[src/rtl/uart_pkg.sv]
// Shared encodings for the UART transmit scheduler: FSM state codes, CR/LF bytes,
// and the bit period used by uart_tx.
package uart_pkg;

    typedef enum logic [2:0] {
        IDLE      = 3'd0,
        FETCH     = 3'd1,
        LAUNCH    = 3'd2,
        WAIT_DONE = 3'd3,
        CRLF_CR   = 3'd4,
        CRLF_LF   = 3'd5,
        RELEASE   = 3'd6
    } sched_state_e;

    localparam logic [7:0] ASCII_CR     = 8'h0D;
    localparam logic [7:0] ASCII_LF     = 8'h0A;
    localparam int         CLKS_PER_BIT = 434;

    function automatic int ptr_width(input int n);
        return (n > 1) ? $clog2(n) : 1;
    endfunction

endpackage

[src/rtl/uart_tx_scheduler_rr_arbiter.sv]
// Combinational round-robin arbiter: one-hot grant to the first request found
// searching upward from ptr_i+1 with wrap, plus the index of that requester.
module rr_arbiter #(
    parameter int NUM_REQ = 2,
    parameter int PTR_W   = 1
) (
    input  logic [NUM_REQ-1:0] req_i,
    input  logic [PTR_W-1:0]   ptr_i,
    output logic [NUM_REQ-1:0] gnt_o,
    output logic [PTR_W-1:0]   idx_o
);

    logic             found;
    logic [PTR_W-1:0] pos;

    always_comb begin
        gnt_o = '0;
        idx_o = '0;
        found = 1'b0;
        pos   = '0;
        for (int k = 1; k <= NUM_REQ; k++) begin
            pos = PTR_W'((int'(ptr_i) + k) % NUM_REQ);
            if (!found && req_i[pos]) begin
                found      = 1'b1;
                gnt_o[pos] = 1'b1;
                idx_o      = pos;
            end
        end
    end

endmodule

[src/rtl/uart_tx_scheduler.sv]
// Message-granular round-robin sharing of one uart_tx between NUM_REQ byte streams.
// Define UART_SCHED_CRLF_EN to append CR LF after the last byte of every message.
module uart_tx_scheduler
    import uart_pkg::*;
#(
    parameter int NUM_REQ      = 2,
    parameter int DONE_TIMEOUT = 8192,
    parameter int TO_W         = 14
) (
    input  logic                 clk,
    input  logic                 rst_n,
    input  logic [NUM_REQ-1:0]   req_valid,
    input  logic [8*NUM_REQ-1:0] req_data,
    input  logic [NUM_REQ-1:0]   req_last,
    output logic [NUM_REQ-1:0]   req_ready,
    output logic [NUM_REQ-1:0]   grant,
    output logic                 tx_activate,
    output logic [7:0]           tx_data,
    input  logic                 tx_active,
    input  logic                 tx_done,
    output logic                 busy,
    output logic                 fault
);

    localparam int PTR_W = ptr_width(NUM_REQ);

    sched_state_e       state_q, state_d;
    logic [NUM_REQ-1:0] grant_q, grant_d, arb_gnt;
    logic [PTR_W-1:0]   rr_q, rr_d, arb_idx;
    logic [7:0]         tx_data_q, tx_data_d, sel_data;
    logic [TO_W-1:0]    to_cnt_q, to_cnt_d;
    logic               tx_activate_q, busy_q, fault_q, fault_d;
    logic               done_q, last_q, last_d;
    logic               sel_valid, sel_last, done_rise;

`ifdef UART_SCHED_CRLF_EN
    typedef enum logic [1:0] {TAIL_NONE, TAIL_CR, TAIL_LF} tail_e;
    tail_e tail_q, tail_d;
`endif

    rr_arbiter #(.NUM_REQ(NUM_REQ), .PTR_W(PTR_W)) u_arb (
        .req_i (req_valid),
        .ptr_i (rr_q),
        .gnt_o (arb_gnt),
        .idx_o (arb_idx)
    );

    // rr_q always holds the index of the current owner, so it doubles as the mux select
    always_comb begin
        sel_valid = 1'b0;
        sel_last  = 1'b0;
        sel_data  = 8'h00;
        for (int i = 0; i < NUM_REQ; i++) begin
            if (rr_q == PTR_W'(i)) begin
                sel_valid = req_valid[i];
                sel_last  = req_last[i];
                sel_data  = req_data[8*i +: 8];
            end
        end
    end

    assign done_rise = tx_done & ~done_q;

    always_comb begin
        state_d   = state_q;
        grant_d   = grant_q;
        rr_d      = rr_q;
        tx_data_d = tx_data_q;
        last_d    = last_q;
        fault_d   = fault_q;
        to_cnt_d  = to_cnt_q;
`ifdef UART_SCHED_CRLF_EN
        tail_d    = tail_q;
`endif
        case (state_q)
            IDLE: begin
                // uart_tx has no reset, so a frame left over from before reset blocks us
                if ((|req_valid) && !tx_active) begin
                    grant_d = arb_gnt;
                    rr_d    = arb_idx;
                    state_d = FETCH;
                end
            end
            FETCH: begin
                if (sel_valid) begin
                    tx_data_d = sel_data;
                    last_d    = sel_last;
`ifdef UART_SCHED_CRLF_EN
                    tail_d    = TAIL_NONE;
`endif
                    state_d   = LAUNCH;
                end
            end
            LAUNCH: begin
                to_cnt_d = '0;
                state_d  = WAIT_DONE;
            end
            WAIT_DONE: begin
                if (done_rise) begin
`ifdef UART_SCHED_CRLF_EN
                    case (tail_q)
                        TAIL_CR: state_d = CRLF_LF;
                        TAIL_LF: state_d = RELEASE;
                        default: state_d = last_q ? CRLF_CR : FETCH;
                    endcase
`else
                    state_d = last_q ? RELEASE : FETCH;
`endif
                end else if (to_cnt_q == TO_W'(DONE_TIMEOUT - 1)) begin
                    fault_d = 1'b1;
                    state_d = RELEASE;
                end else begin
                    to_cnt_d = to_cnt_q + 1'b1;
                end
            end
`ifdef UART_SCHED_CRLF_EN
            CRLF_CR: begin
                tx_data_d = ASCII_CR;
                tail_d    = TAIL_CR;
                state_d   = LAUNCH;
            end
            CRLF_LF: begin
                tx_data_d = ASCII_LF;
                tail_d    = TAIL_LF;
                state_d   = LAUNCH;
            end
`endif
            RELEASE: begin
                grant_d = '0;
                state_d = IDLE;
            end
            default: state_d = IDLE;
        endcase
    end

    always_ff @(posedge clk or negedge rst_n) begin
        if (!rst_n) begin
            state_q       <= IDLE;
            grant_q       <= '0;
            rr_q          <= PTR_W'(NUM_REQ - 1);
            tx_data_q     <= 8'h00;
            tx_activate_q <= 1'b0;
            busy_q        <= 1'b0;
            fault_q       <= 1'b0;
            done_q        <= 1'b0;
            last_q        <= 1'b0;
            to_cnt_q      <= '0;
`ifdef UART_SCHED_CRLF_EN
            tail_q        <= TAIL_NONE;
`endif
        end else begin
            state_q       <= state_d;
            grant_q       <= grant_d;
            rr_q          <= rr_d;
            tx_data_q     <= tx_data_d;
            tx_activate_q <= (state_d == LAUNCH);
            busy_q        <= (state_d != IDLE);
            fault_q       <= fault_d;
            done_q        <= tx_done;
            last_q        <= last_d;
            to_cnt_q      <= to_cnt_d;
`ifdef UART_SCHED_CRLF_EN
            tail_q        <= tail_d;
`endif
        end
    end

    assign req_ready   = (state_q == FETCH) ? grant_q : '0;
    assign grant       = grant_q;
    assign tx_activate = tx_activate_q;
    assign tx_data     = tx_data_q;
    assign busy        = busy_q;
    assign fault       = fault_q;

endmodule

[config.mk]
export PLATFORM = sky130hd
export DESIGN_NAME = uart_tx_scheduler
export DESIGN_NICKNAME = d
export VERILOG_FILES = /design/src/rtl/uart_pkg.sv /design/src/rtl/uart_tx_scheduler_rr_arbiter.sv /design/src/rtl/uart_tx_scheduler.sv
export SDC_FILE = /design/constraint.sdc
export NUM_CORES = 1
export LEC_CHECK = 0
export ABC_CLOCK_PERIOD_IN_PS = 1880
export BUFFER_PORTS_ARGS = -buffer_cell sky130_fd_sc_hd__buf_2
export CORE_MARGIN = 2
export CORE_UTILIZATION = 30
export CTS_CLUSTER_DIAMETER = 60
export DETAILED_ROUTE_END_ITERATION = 8
export PLACE_DENSITY = 0.57
export SLEW_MARGIN = 20
export SYNTH_ARGS = -nofsm -noshare
export SYNTH_HDL_FRONTEND = slang
export SYNTH_SLANG_ARGS = --single-unit
[constraint.sdc]
create_clock -name clk -period 1.88 [get_ports clk]
set_clock_uncertainty 0.15 [all_clocks]
set_input_delay 0.188 -clock clk [delete_from_list [all_inputs] [get_ports clk]]
set_output_delay 0.188 -clock clk [all_outputs]
set_load 0.1 [all_outputs]
==> flow_metrics.py <==
metrics = {
    "outcome": {
        "status": "finished, final reports clean",
    },
    "detailed_routing": {
        "vias": 1666,
        "avgRoutedWirePerCell_um": 13.72,
        "vias_per_cell": 5.110,
        "wl_um": 4474,
        "drtIter0Drc": 43,
        "drtAntennaViolNets": 0,
        "dr.pass1.iters": 4,
        "drc_errors": 0,
    },
    "grt": {
        "grt-ovfl-total": 0,
        "grtUsageTotal": 0.1525,
        "grt.busiest_layer": "met2",
        "grt_pass1_wl_um": 7769,
        "grt_max_degree": 21,
        "grt_use_met2": 0.2443,
        "grt_pass1_vias": 1636,
        "antenna_found_initial": 0,
        "grt_use_met3": 0.04615,
        "gr-usage-met1": 0.1968,
    },
    "cells_and_area": {
        "diodes": 0,
        "nets": 275,
        "final_common_cell": "buf_2",
        "drive_above_1_share": 0.3347,
        "area_growth_pct": 33.63,
        "finalInstanceArea_um2": 2416,
        "final_cell_mix": "36 x buf_2, 29 x dfrtp_1, 25 x nand2_1",
    },
    "sta": {
        "layout_setup_ws_ns": 0.07391,
        "hold_viol": 0,
        "post-route-period-util": 0.9607,
        "setup_viol": 0,
        "tightest_slew_ns": 0.5708,
        "rsz0062_at_grt": "true",
        "fin_crit_ns": 1.806,
        "fmax_mhz": 553.7,
        "slew_violations": 0,
        "final.setup.tns_ns": 0,
        "slew_headroom": 0.6163,
    },
    "power_and_ir_drop": {
        "leakage_nw": 1.074,
        "powerDensity_nw_per_um2": 1732,
        "vdd_drop_max_mv": 1.128,
    },
    "logic_synthesis": {
        "synth_top_area_share": 0.4429,
        "synth-edff-count": 0,
        "async_flop_share": 1.000,
        "ys.flop_type": "dfrtp_1",
        "synth_warnings": 0,
        "ys_seq_area_frac": 0.4574,
        "yosysTopAreaCell": "dfrtp_1",
        "synth_nets": 216,
        "ys_ff_latch": 33,
        "ys_types": 45,
        "synthTopCellsByArea": "dfrtp_1 44%, mux2i_1 6.6%, nand2_1 5.2%",
        "mappedNetlistArea_um2": 1808,
        "syn_area_per_cell_um2": 9.466,
        "postSynthCellCount": 191,
    },
    "die": {
        "start_util": 0.3072,
        "floorplan.rows": 28,
        "dieArea_um2": 6663,
        "die_h_um": 81.63,
        "die_w_um": 81.63,
        "io_pins": 39,
        "core_area_um2": 5886,
    },
    "placed_design": {
        "portBuffers": 38,
        "place_hpwl_um": 3351,
        "place_congestion": 0.8008,
        "pre_cts_slack_ns": 0.07571,
        "placed_area_um2": 2263,
    },
    "critical_path": {
        "required_ns": 1.90,
        "max_stage_delay_ns": 0.63,
        "crit_chain": "nand4_2 > or4_1 > a21oi_1 > o2111ai_1",
        "crit_slowest_cell": "or4_1",
        "start_kind": "flip-flop",
        "crit_arrival_ns": 1.82,
        "critPathMaxFanout": 7,
        "endpoint_kind": "flip-flop",
        "worstSetupPathType": "reg2reg",
    },
    "cts": {
        "cts_tree": "yes",
        "clock_sinks": 33,
        "root_buffer": "clkbuf_8",
        "clk_pin_slew_ns": 0.08,
        "cts_buffer_depth": 2,
        "cts_setup_buffers": 0,
        "clk_latency_ns": 0.30,
        "cts_max_level": 2,
        "numCtsBuffers": 5,
    },
    "job": {
        "max-cap-violations": 0,
    },
    "min_path": {
        "hp-class": "in2reg",
    },
}
-- power breakdown --
part | leakage (nW) | switching [W] | total, W | internal, W
combinational | 0.608 | 0.00167 | 0.00234 | 0.000670
clock | 0.0574 | 0.000287 | 0.000718 | 0.000431
sequential | 0.409 | 0.000174 | 0.00112 | 0.000946
-- cell type report --
class                      count  area [µm²]
fill                         600        3470
multi-input combinational    146       945.9
sequential                    33       830.8
timing repair buffer          62       417.9
tap                           75       93.84
clock buffer                   6       82.58
clock inverter                 2       37.54
inverter                       2       7.507
-- cells in the mapped netlist (4+ instances only) --
master	instances
nor4_1	4
nand2_1	25
a21oi_1	15
clkbuf_1	6
or4_1	5
nor2_1	15
nand3_1	8
dfrtp_1	32
nand2b_1	6
o211ai_1	5
mux2i_1	12
and3_1	5
-- metal layers --
metal / vias up / wire length, µm / part of all wire
met5: - / 0 / 0
met4: 0 / 71 / 0.016
met3: 8 / 261 / 0.058
met2: 49 / 2016 / 0.45
met1: 775 / 2124 / 0.47
li1: 834 / - / -
-- critical path, delay by kind of cell, from the launching register on --
family             cells  cell delay, ns
AOI/OAI and AO/OA      2            0.28
and+or+nand+nor        2            0.85
DFF                    1            0.39
-- registers in the layout, summed over array words and instances, names as in the netlist --
register and cells:
busy 1, done_q 1, fault 1, grant 2
last_q 1, rr_q 1, state_q 3, to_cnt_q 14
tx_activate 1, tx_data 8
-- stage by stage --
| step | util | hold WS [ns] | cells | total power (W) |
|---|---|---|---|---|
| 5_1_grt | 0.4105 | 0.03966 | 326 | 0.004432 |
| 3_3_place_gp | 0.3846 | -0.01856 | 316 | 0.003451 |
| 3_5_place_dp | 0.3846 | -0.02217 | 316 | 0.003462 |
| 4_1_cts | 0.4084 | 0.01037 | 326 | 0.004195 |
| 6_report | 0.4105 | 0.02043 | 326 | 0.004184 |
| 2_1_floorplan | - | -0.2576 | 191 | 0.002813 |
-- cells by family (layout without fill, tap and decap cells) --
kind of cell    after synthesis  count (layout)  share of synthesized area
fa+ha+maj                     1               1                   0.006919
compound gates               40              40                     0.1474
buf+inv                      12              72                    0.03045
mux                          12              12                    0.06644
flops                        33              33                     0.4574
simple gates                 93              93                     0.2914
-- final timing paths --
path	start	end	slack [ns]	cells past startpoint
worst max register to register	to_cnt_q[7]$_DFFE_PN0P_	state_q[0]$_DFF_PN0_	0.07	4
max in group asynchronous	rst_n	rr_q$_DFFE_PN1P_	0.90	3
worst min register to register	fault$_DFFE_PN0P_	fault$_DFFE_PN0P_	0.34	1
worst min-delay path	req_valid[0]	rr_q$_DFFE_PN1P_	0.02	4
min in group asynchronous	rst_n	to_cnt_q[2]$_DFFE_PN0P_	0.18	2
worst max-delay path	to_cnt_q[7]$_DFFE_PN0P_	state_q[0]$_DFF_PN0_	0.07	4
-- what timing repair did --
item | 4_1_cts | 5_1_grt
hold endpoints to repair | 33 | 0
resized for setup | 0 | 5
endpoints found under the setup margin | 0 | 18
hold buffers | 2 | 0
Power figures use the tool's default switching activity.
